$ cat src/rtl/ctrl_pkg.sv
// Shared types and encodings for the multi-cycle RV32I control path.
package ctrl_pkg;

  // Main sequencer states; state_o exposes this encoding for debug.
  typedef enum logic [2:0] {
    ST_FETCH     = 3'd0,
    ST_DECODE    = 3'd1,
    ST_EXECUTE   = 3'd2,
    ST_MEMORY    = 3'd3,
    ST_WRITEBACK = 3'd4,
    ST_TRAP      = 3'd5
  } state_t;

  // ALU operation codes understood by the datapath ALU.
  typedef enum logic [3:0] {
    ALU_ADD   = 4'b0000,
    ALU_SUB   = 4'b0001,
    ALU_SLL   = 4'b0010,
    ALU_SLT   = 4'b0011,
    ALU_SLTU  = 4'b0100,
    ALU_XOR   = 4'b0101,
    ALU_SRL   = 4'b0110,
    ALU_SRA   = 4'b0111,
    ALU_OR    = 4'b1000,
    ALU_AND   = 4'b1001,
    ALU_PASSB = 4'b1010
  } alu_op_t;

  // Instruction classes the sequencer cares about.
  typedef enum logic [3:0] {
    CLS_ALU_R   = 4'd0,
    CLS_ALU_I   = 4'd1,
    CLS_LOAD    = 4'd2,
    CLS_STORE   = 4'd3,
    CLS_BRANCH  = 4'd4,
    CLS_LUI     = 4'd5,
    CLS_AUIPC   = 4'd6,
    CLS_JAL     = 4'd7,
    CLS_JALR    = 4'd8,
    CLS_ILLEGAL = 4'd9
  } instr_class_t;

  // Immediate generator formats.
  localparam logic [2:0] IMM_I = 3'b000;
  localparam logic [2:0] IMM_S = 3'b001;
  localparam logic [2:0] IMM_B = 3'b010;
  localparam logic [2:0] IMM_U = 3'b011;
  localparam logic [2:0] IMM_J = 3'b100;

  // Next-PC source select.
  localparam logic [1:0] PC_PLUS4 = 2'b00;
  localparam logic [1:0] PC_IMM   = 2'b01;
  localparam logic [1:0] PC_ALU   = 2'b10;

  // Register write-back source select.
  localparam logic [1:0] RES_ALU = 2'b00;
  localparam logic [1:0] RES_MEM = 2'b01;
  localparam logic [1:0] RES_PC4 = 2'b10;

  // RV32I major opcodes.
  localparam logic [6:0] OPC_OP     = 7'b0110011;
  localparam logic [6:0] OPC_OP_IMM = 7'b0010011;
  localparam logic [6:0] OPC_LOAD   = 7'b0000011;
  localparam logic [6:0] OPC_STORE  = 7'b0100011;
  localparam logic [6:0] OPC_BRANCH = 7'b1100011;
  localparam logic [6:0] OPC_LUI    = 7'b0110111;
  localparam logic [6:0] OPC_AUIPC  = 7'b0010111;
  localparam logic [6:0] OPC_JAL    = 7'b1101111;
  localparam logic [6:0] OPC_JALR   = 7'b1100111;

  // Map funct3 (and funct7[5]) of an R/I ALU instruction onto an ALU op.
  // funct7[5] picks SUB only for register-register adds, SRA for both forms.
  function automatic alu_op_t alu_from_funct3(input logic [2:0] funct3,
                                               input logic       funct7_5,
                                               input logic       is_reg);
    alu_op_t op;
    case (funct3)
      3'b000:  op = (is_reg && funct7_5) ? ALU_SUB : ALU_ADD;
      3'b001:  op = ALU_SLL;
      3'b010:  op = ALU_SLT;
      3'b011:  op = ALU_SLTU;
      3'b100:  op = ALU_XOR;
      3'b101:  op = funct7_5 ? ALU_SRA : ALU_SRL;
      3'b110:  op = ALU_OR;
      default: op = ALU_AND;
    endcase
    return op;
  endfunction

endpackage

$ cat src/rtl/instr_decode.sv
// Combinational decode of the instruction register: class, ALU op,
// immediate format, operand selects and legality.
module instr_decode
  import ctrl_pkg::*;
(
  input  logic [31:0]  instr,
  output instr_class_t cls,
  output alu_op_t      alu_op,
  output logic [2:0]   imm_fmt,
  output logic         alu_src,
  output logic         alu_a_pc,
  output logic         legal
);

  logic [6:0] opcode;
  logic [2:0] funct3;
  logic       funct7_5;
  logic       unused_instr_bits;

  assign opcode   = instr[6:0];
  assign funct3   = instr[14:12];
  assign funct7_5 = instr[30];

  // Register numbers and immediate bits belong to the datapath, not to us.
  assign unused_instr_bits = ^{instr[31], instr[29:15], instr[11:7]};

  // Classify the opcode and derive operand/ALU controls; rejected funct3 codes fall to illegal.
  always_comb begin
    cls      = CLS_ILLEGAL;
    alu_op   = ALU_ADD;
    imm_fmt  = IMM_I;
    alu_src  = 1'b1;
    alu_a_pc = 1'b0;
    case (opcode)
      OPC_OP: begin
        cls     = CLS_ALU_R;
        alu_op  = alu_from_funct3(funct3, funct7_5, 1'b1);
        alu_src = 1'b0;
      end
      OPC_OP_IMM: begin
        cls    = CLS_ALU_I;
        alu_op = alu_from_funct3(funct3, funct7_5, 1'b0);
      end
      OPC_LOAD: begin
        if (!(funct3 == 3'b011 || funct3 == 3'b110 || funct3 == 3'b111)) begin
          cls = CLS_LOAD;
        end
      end
      OPC_STORE: begin
        imm_fmt = IMM_S;
        if (funct3 <= 3'b010) begin
          cls = CLS_STORE;
        end
      end
      OPC_BRANCH: begin
        alu_op  = ALU_SUB;
        alu_src = 1'b0;
        imm_fmt = IMM_B;
        if (!(funct3 == 3'b010 || funct3 == 3'b011)) begin
          cls = CLS_BRANCH;
        end
      end
      OPC_LUI: begin
        cls     = CLS_LUI;
        alu_op  = ALU_PASSB;
        imm_fmt = IMM_U;
      end
      OPC_AUIPC: begin
        cls      = CLS_AUIPC;
        imm_fmt  = IMM_U;
        alu_a_pc = 1'b1;
      end
      OPC_JAL: begin
        cls     = CLS_JAL;
        imm_fmt = IMM_J;
      end
      OPC_JALR: begin
        cls = CLS_JALR;
      end
      default: begin
        cls = CLS_ILLEGAL;
      end
    endcase
  end

  assign legal = (cls != CLS_ILLEGAL);

endmodule

$ cat src/rtl/multicycle_ctrl.sv
// Main control FSM of the multi-cycle RV32I core. Walks each instruction
// through FETCH/DECODE/EXECUTE/MEMORY/WRITEBACK over a shared datapath and
// stalls on the single memory port's req/ack handshake.
module multicycle_ctrl
  import ctrl_pkg::*;
#(
  parameter int ADDRESS_WIDTH = 32
) (
  input  logic                     clk_i,
  input  logic                     rst_n_i,
  input  logic [ADDRESS_WIDTH-1:0] instr_i,
  input  logic                     eq_i,
  input  logic                     lt_i,
  input  logic                     ltu_i,
  input  logic                     mem_ack_i,
  output logic                     mem_req_o,
  output logic                     mem_we_o,
  output logic                     mem_addr_sel_o,
  output logic                     ir_write_o,
  output logic                     pc_write_o,
  output logic [1:0]               PCsrc_o,
  output logic                     regWrite_en_o,
  output logic [1:0]               result_sel_o,
  output logic [3:0]               ALUctrl_o,
  output logic                     ALUsrc_o,
  output logic                     alu_a_sel_o,
  output logic [2:0]               IMMctrl_o,
  output logic [2:0]               state_o,
  output logic                     illegal_o
);

  state_t       state_reg;
  state_t       state_next;
  instr_class_t cls;
  alu_op_t      alu_op;
  logic [2:0]   imm_fmt;
  logic         alu_src;
  logic         alu_a_pc;
  logic         legal;
  logic         branch_taken;
  logic         alu_ctrl_live;

  instr_decode u_decode (
    .instr    (instr_i[31:0]),
    .cls      (cls),
    .alu_op   (alu_op),
    .imm_fmt  (imm_fmt),
    .alu_src  (alu_src),
    .alu_a_pc (alu_a_pc),
    .legal    (legal)
  );

  // Branch condition from the ALU flags, selected by funct3.
  always_comb begin
    branch_taken = 1'b0;
    case (instr_i[14:12])
      3'b000:  branch_taken = eq_i;
      3'b001:  branch_taken = !eq_i;
      3'b100:  branch_taken = lt_i;
      3'b101:  branch_taken = !lt_i;
      3'b110:  branch_taken = ltu_i;
      3'b111:  branch_taken = !ltu_i;
      default: branch_taken = 1'b0;
    endcase
  end

  // State register; reset aborts any instruction in flight and restarts at FETCH.
  always_ff @(posedge clk_i or negedge rst_n_i) begin
    if (!rst_n_i) begin
      state_reg <= ST_FETCH;
    end else begin
      state_reg <= state_next;
    end
  end

  // ALU/immediate controls follow the instruction register once it is loaded;
  // they stay quiet while fetching and after a trap.
  assign alu_ctrl_live = (state_reg == ST_DECODE)  || (state_reg == ST_EXECUTE) ||
                         (state_reg == ST_MEMORY)  || (state_reg == ST_WRITEBACK);
  assign ALUctrl_o   = alu_ctrl_live ? alu_op   : ALU_ADD;
  assign ALUsrc_o    = alu_ctrl_live ? alu_src  : 1'b0;
  assign alu_a_sel_o = alu_ctrl_live ? alu_a_pc : 1'b0;
  assign IMMctrl_o   = alu_ctrl_live ? imm_fmt  : IMM_I;
  assign state_o     = state_reg;

  // Next-state and per-state datapath enables; every instruction ends with exactly one pc_write.
  always_comb begin
    state_next     = state_reg;
    mem_req_o      = 1'b0;
    mem_we_o       = 1'b0;
    mem_addr_sel_o = 1'b0;
    ir_write_o     = 1'b0;
    pc_write_o     = 1'b0;
    PCsrc_o        = PC_PLUS4;
    regWrite_en_o  = 1'b0;
    result_sel_o   = RES_ALU;
    illegal_o      = 1'b0;
    case (state_reg)
      ST_FETCH: begin
        mem_req_o = 1'b1;
        if (mem_ack_i) begin
          ir_write_o = 1'b1;
          state_next = ST_DECODE;
        end
      end
      ST_DECODE: begin
        state_next = legal ? ST_EXECUTE : ST_TRAP;
      end
      ST_EXECUTE: begin
        if (cls == CLS_BRANCH) begin
          pc_write_o = 1'b1;
          PCsrc_o    = branch_taken ? PC_IMM : PC_PLUS4;
          state_next = ST_FETCH;
        end else if (cls == CLS_LOAD || cls == CLS_STORE) begin
          state_next = ST_MEMORY;
        end else begin
          state_next = ST_WRITEBACK;
        end
      end
      ST_MEMORY: begin
        mem_req_o      = 1'b1;
        mem_addr_sel_o = 1'b1;
        mem_we_o       = (cls == CLS_STORE);
        if (mem_ack_i) begin
          if (cls == CLS_STORE) begin
            pc_write_o = 1'b1;
            state_next = ST_FETCH;
          end else begin
            state_next = ST_WRITEBACK;
          end
        end
      end
      ST_WRITEBACK: begin
        regWrite_en_o = 1'b1;
        pc_write_o    = 1'b1;
        state_next    = ST_FETCH;
        if (cls == CLS_LOAD) begin
          result_sel_o = RES_MEM;
        end else if (cls == CLS_JAL || cls == CLS_JALR) begin
          result_sel_o = RES_PC4;
        end
        if (cls == CLS_JAL) begin
          PCsrc_o = PC_IMM;
        end else if (cls == CLS_JALR) begin
          PCsrc_o = PC_ALU;
        end
      end
      ST_TRAP: begin
        illegal_o = 1'b1;
      end
      default: begin
        state_next = ST_FETCH;
      end
    endcase
  end

endmodule
$ cat config.mk
export PLATFORM = sky130hd
export DESIGN_NAME = multicycle_ctrl
export DESIGN_NICKNAME = d
export VERILOG_FILES = /design/src/rtl/ctrl_pkg.sv /design/src/rtl/instr_decode.sv /design/src/rtl/multicycle_ctrl.sv
export SDC_FILE = /design/constraint.sdc
export NUM_CORES = 1
export LEC_CHECK = 0
export CORE_MARGIN = 10
export CORE_UTILIZATION = 54
export CTS_CLUSTER_SIZE = 30
export DETAILED_ROUTE_END_ITERATION = 10
export DONT_BUFFER_PORTS = 1
export GPL_ROUTABILITY_DRIVEN = 0
export HOLD_SLACK_MARGIN = 0.12
export MAX_ROUTING_LAYER = met4
export PLACE_DENSITY = 0.79
export REMOVE_ABC_BUFFERS = 1
export SYNTH_ARGS = -nofsm -noshare
export SYNTH_HDL_FRONTEND = slang
export SYNTH_SLANG_ARGS = --single-unit
$ cat constraint.sdc
create_clock -name clk_i -period 4.3 [get_ports clk_i]
set_clock_uncertainty 0.1 [all_clocks]
set_input_delay 0.86 -clock clk_i [delete_from_list [all_inputs] [get_ports clk_i]]
set_output_delay 0.86 -clock clk_i [all_outputs]
set_load 0.03 [all_outputs]
==> results_dict.tcl, run 1 <==
set metrics [dict create \
    status "finished clean" \
    antenna_cells 0 \
    fin_hold_ws_ns 0.2290 \
    first_iter_violations 45 \
    num_rows 14 \
    power_uw 111.0 \
    hold_buffers 0 \
    grt_max_degree 15 \
    portBuffers 0 \
    clk_pin_slew_worst_paths_ns 0.03 \
    worst-setup-path-type "in2out" \
    dominantRegCellSynth "dfrtp_1" \
    ys_async_sr_fraction_pct 100.0 \
    finalSetupViolCount 0 \
    first_pass_iters 4 \
    final_hold_viol_count 0 \
    r2r_cells 5 \
    leakage_nw 0.3446 \
    cts_resized 0 \
    io_pins 61 \
    post_drt_wl_per_cell_um 17.58 \
    ys_top_cells_by_count "a21oi_1, nand2_1, nor2_1, nor3_1" \
    die_w_um 61.13 \
    ys_seq_area_share_pct 8.219 \
    final_area_um2 932.1 \
    synth.top_cells.by_area "dfrtp_1, a21oi_1, nor3b_2, nand2_1, nor3_1" \
    ys_types 58 \
    cts_inserted_buffers 3 \
    clock_latency_ns 0.23 \
    routed-via-count 910 \
    ys_ff_latch 3 \
    grt_pass1_vias 834 \
    fillers 137 \
    power_density_nw_per_um2 119.0 \
    clkSinkCount 3 \
    start_kind "input pin" \
    core-area_um2 1559 \
    slew_viol_final 0 \
    worstPathArrival_ns 2.35 \
    cts_tree "yes" \
    die_y_um 61.13 \
    postSynthCellCount 125 \
    post_cts_buffers 0 \
    setup-tns-final_ns 0 \
    wl_met2_um 1172 \
    drt_drc_violations_left 0 \
    topRoutingLayerUsed "met3" \
    syn_avg_cell_area_um2 7.307 \
    rsz0062_at_grt "no" \
    cp_data_required_time_ns 3.34 \
    synth_edf_count 0 \
    netlist_area_um2 913.4 \
    synth_warnings 0 \
    met3_length_um 228 \
    yosysTopAreaCell "dfrtp_1" \
    cts_max_path_buffers 2 \
    root_buffer "clkbuf_4" \
    relSlewSlack_pct 38.65 \
    drtAntennaViolNets 0 \
    grt_pass1_wl_um 3884 \
    grt_overflow 0 \
    largest_reg_flops 3 \
    endpoint_kind "output port" \
    max_freq_mhz 302.0 \
    period_needed_ns 3.311 \
    start_util_pct 58.59 \
    antenna_found_initial 0 \
    post_route_cells_drive_above_1_share_pct 22.58 \
    wl_met1_um 1060 \
    area_growth_pct 2.055 \
    cts_max_level 1 \
    vias_per_cell 6.500 \
    worstMarginPinSlew_ns 0.9133 \
    nets 163 \
    dpl-instance-area_um2 905.9 \
    cap_violations 0 \
    hp-class "in2async" \
    ir_drop_uv 167.9 \
    die_area_um2 3736 \
    finalWirelength_um 2461 \
    critical_path.max_fanout 11 \
    dp_hpwl_um 1938 \
    grt_use_total_pct 13.21 \
    fin_crit_sh_pct 77.00 \
    yosysTopAreaCellShare_pct 8.219 \
    fin_util_pct 59.79 \
]
==> area by class of cell <==
cell class	count	area, um2	share of cell area [%]
Timing Repair Buffer	7	52.55	5.638
Multi-Input combinational cell	105	739.5	79.33
Tap cell	16	20.02	2.148
Sequential cell	3	75.07	8.054
Clock buffer	4	26.28	2.819
Inverter	5	18.77	2.013
==> layout by cell type (no fill, tap or decap), types with 3 or more instances in the layout <==
cell      synthesis  routed
nor2b_1           4       4
nor2_1            8       8
nand3_1           3       3
nor3b_2           3       3
a21oi_1           9       9
nand2_1           9       9
inv_1             5       5
nand2b_1          4       4
buf_4             2       6
o21ai_0           3       3
dfrtp_1           3       3
nor4_1            3       3
xnor2_1           3       3
clkbuf_4          0       4
and2_1            3       3
nor3_1            6       6
==> where the power goes <==
group | internal (mW) | switching, mW | total [mW]
clock | 0.0347 | 0.0129 | 0.0476
combinational | 0.0155 | 0.0180 | 0.0335
sequential | 0.0286 | 0.00122 | 0.0299
==> critical path: stages <==
cell and delay (ns):
or2_0 0.31, o31ai_1 0.28, a211o_2 0.18, nor2b_1 0.18, nor2b_1 0.53
==> cells by family after synthesis <==
logic type | share of synthesized area [%]
DFF | 8.219
muxes | 2.329
buffers and inverters | 10.82
xor gates and xnor gates | 4.795
and+or+nand+nor | 43.15
AOI/OAI and AO/OA | 30.69
==> metal layers <==
metal  global-route usage (%)  vias to the layer above
met5                        -                        -
met4                    5.212                        0
met3                    3.086                        0
met2                    20.56                       25
met1                    16.01                      420
li1                         -                      465
==> per-stage QoR <==
step,cells,setup WS (ns)
6_report,140,0.9890
5_1_grt,140,0.8240
4_1_cts,140,1.000
3_5_place_dp,136,1.017
3_3_place_gp,136,1.011
2_1_floorplan,113,0.9015
==> path summary, 6_finish.rpt <==
| check | from | endpoint | slack (ns) |
|---|---|---|---|
| setup / recovery | instr_i[6] | result_sel_o[0] | 0.99 |
| hold / removal | rst_n_i | state_o[2]$_DFFE_PN0P_ | 0.23 |
| setup reg to reg | state_o[1]$_DFFE_PN0P_ | state_o[2]$_DFFE_PN0P_ | 2.33 |
| hold reg to reg | state_o[2]$_DFFE_PN0P_ | state_o[0]$_DFFE_PN0P_ | 0.90 |
| max in group asynchronous | rst_n_i | state_o[0]$_DFFE_PN0P_ | 3.80 |
| min in group clk_i | mem_ack_i | state_o[2]$_DFFE_PN0P_ | 0.73 |
Power figures use the tool's default switching activity.
==> run 2: changes to the inputs <==
clock period = 3.2 ns   (was 4.3 ns; I/O delays follow)
==> results_dict.tcl, run 2 (synthesis results as in run 1) <==
set metrics [dict create \
    status "finished clean" \
    dp_hpwl_um 2130 \
    final_cell_mix "buf_4, a21oi_1, nand2_1" \
    first_iter_violations 54 \
    clkSinkCount 3 \
    start_util_pct 58.59 \
    dpl-instance-area_um2 980.9 \
    antenna_cells 0 \
    core-area_um2 1559 \
    io_pins 61 \
    reg2reg_slack_ns 1.27 \
    cts_max_level 1 \
    clkPwrFrac_pct 43.0 \
    worstMarginPinSlew_ns 0.6807 \
    grt_pass1_wl_um 4064 \
    post_cts_buffers 0 \
    portBuffers 0 \
    comb_power_share_pct 31.7 \
    post_route_cells_drive_above_1_share_pct 28.15 \
    crit-reg2reg-launch "state_o[2]$_DFFE_PN0P_" \
    num_rows 14 \
    rsz0062_at_grt "no" \
    fin_hold_ws_ns 0.4901 \
    grt_use_total_pct 13.90 \
    fin_crit_sh_pct 88.26 \
    grt_max_degree 15 \
    cts_resized 0 \
    cap_violations 0 \
    nets 174 \
    p_int_uw 107.4 \
    hold_start "mem_ack_i" \
    grt_overflow 0 \
    largest_reg_flops 3 \
    clock_latency_ns 0.23 \
    cp_data_required_time_ns 2.46 \
    path_cells "or2_0 > nor4_1 > a211o_2 > o2111ai_1 > o41ai_1 > clkbuf_4" \
    place_inst 146 \
    fin_util_pct 65.25 \
    final-instance-count-excl-fill 151 \
    start_kind "input pin" \
    root_buffer "clkbuf_4" \
    r2r_end "state_o[2]$_DFFE_PN0P_" \
    critical_path.max_fanout 11 \
    routed-via-count 973 \
    pwr-share-seq_pct 25.2 \
    max_freq_mhz 354.0 \
    switchingPower_uw 46.60 \
    cp_top_family "simple AND/OR/NAND/NOR gates" \
    worst-setup-path-type "in2out" \
    grt_pass1_vias 921 \
    period_needed_ns 2.824 \
    drt_drc_violations_left 0 \
    area_growth_pct 11.37 \
    vias_per_cell 6.444 \
    cts_tree "yes" \
    clk_pin_slew_worst_paths_ns 0.04 \
    antenna_found_initial 0 \
    slew_viol_final 0 \
    hold_buffers 1 \
    die_area_um2 3736 \
    worstPathArrival_ns 2.08 \
    layout_commonest_cell "buf_4" \
    finalWirelength_um 2629 \
    cts_inserted_buffers 3 \
    p_sw_share_pct 30.26 \
    drtAntennaViolNets 0 \
    cts_max_path_buffers 2 \
    holdPathEnd "state_o[2]$_DFFE_PN0P_" \
    r2r_cells 5 \
    setup-tns-final_ns 0 \
    endpoint_kind "output port" \
    final_hold_viol_count 0 \
    dpl_worst_slack_ns 0.4605 \
    die_w_um 61.13 \
    post_drt_wl_per_cell_um 17.41 \
    critPathBufInv 1 \
    final_area_um2 1017 \
    critPathMaxStageDelay_ns 0.36 \
    power_density_nw_per_um2 151.4 \
    die_y_um 61.13 \
    power_uw 154.0 \
    cp_slowest_cell "nor4_1" \
    fin_ws_ns 0.3755 \
    first_pass_iters 4 \
    ir_drop_uv 235.4 \
    whs_path_depth 2 \
    fillers 140 \
    hp-class "in2reg" \
    leakage_nw 0.4020 \
    setup.worst_path.start "instr_i[6]" \
    relSlewSlack_pct 54.46 \
    finalSetupViolCount 0 \
]
## run 2: cell types whose count changed in the layout (fill, tap and decap cells not counted), sizes merged
cell / previous run / this run
dlygate4sd3: 0 / 1
buf: 6 / 16
## run 2: final cells by class
class	instances	area, um2	share of cell area (%)
Clock buffer	4	26.28	2.583
Tap cell	16	20.02	1.968
Multi-Input combinational cell	105	739.5	72.69
Sequential cell	3	75.07	7.380
Inverter	5	18.77	1.845
Timing Repair Buffer	18	137.6	13.53
## run 2: power by group through the flow
stage / clock [mW] / combinational (mW) / sequential, mW
3_5_place_dp: 0 / 0.0471 / 0.0393
4_1_cts: 0.0699 / 0.0487 / 0.0388
6_report: 0.0663 / 0.0489 / 0.0388
5_1_grt: 0.0702 / 0.0534 / 0.0389
3_3_place_gp: 0 / 0.0451 / 0.0393
2_1_floorplan: 0 / 0.0387 / 0.0403
## run 2: metal layers
layer / global-route usage (%) / share of wire [%] / vias to the layer above
met5: - / 0 / -
met4: 7.818 / 2.1 / 0
met3: 3.086 / 10 / 6
met2: 23.67 / 50 / 47
met1: 14.50 / 38 / 440
li1: - / - / 480
## run 2: how the worst max path moves through the flow
stage          cells after the start    endpoint  slack [ns]
5_1_grt                            6  PCsrc_o[0]        0.32
3_5_place_dp                       6  PCsrc_o[0]        0.46
3_3_place_gp                       6  PCsrc_o[0]        0.44
6_report                           6  PCsrc_o[0]        0.38
4_1_cts                            4  PCsrc_o[0]        0.44
2_1_floorplan                      3  PCsrc_o[0]        0.24
## run 2: worst register-to-register path, cell delays in order (launching register included)
cell and delay [ns]:
dfrtp_1 0.57, and2b_2 0.33, inv_1 0.07, nor2_1 0.48
a31oi_1 0.18, o221ai_1 0.11
==> run 3: changes to the inputs <==
HOLD_SLACK_MARGIN = default   (was 0.12)
==> results of run 3 <==
Same layout as run 2: the final DEF is identical, and so are final timing and power.
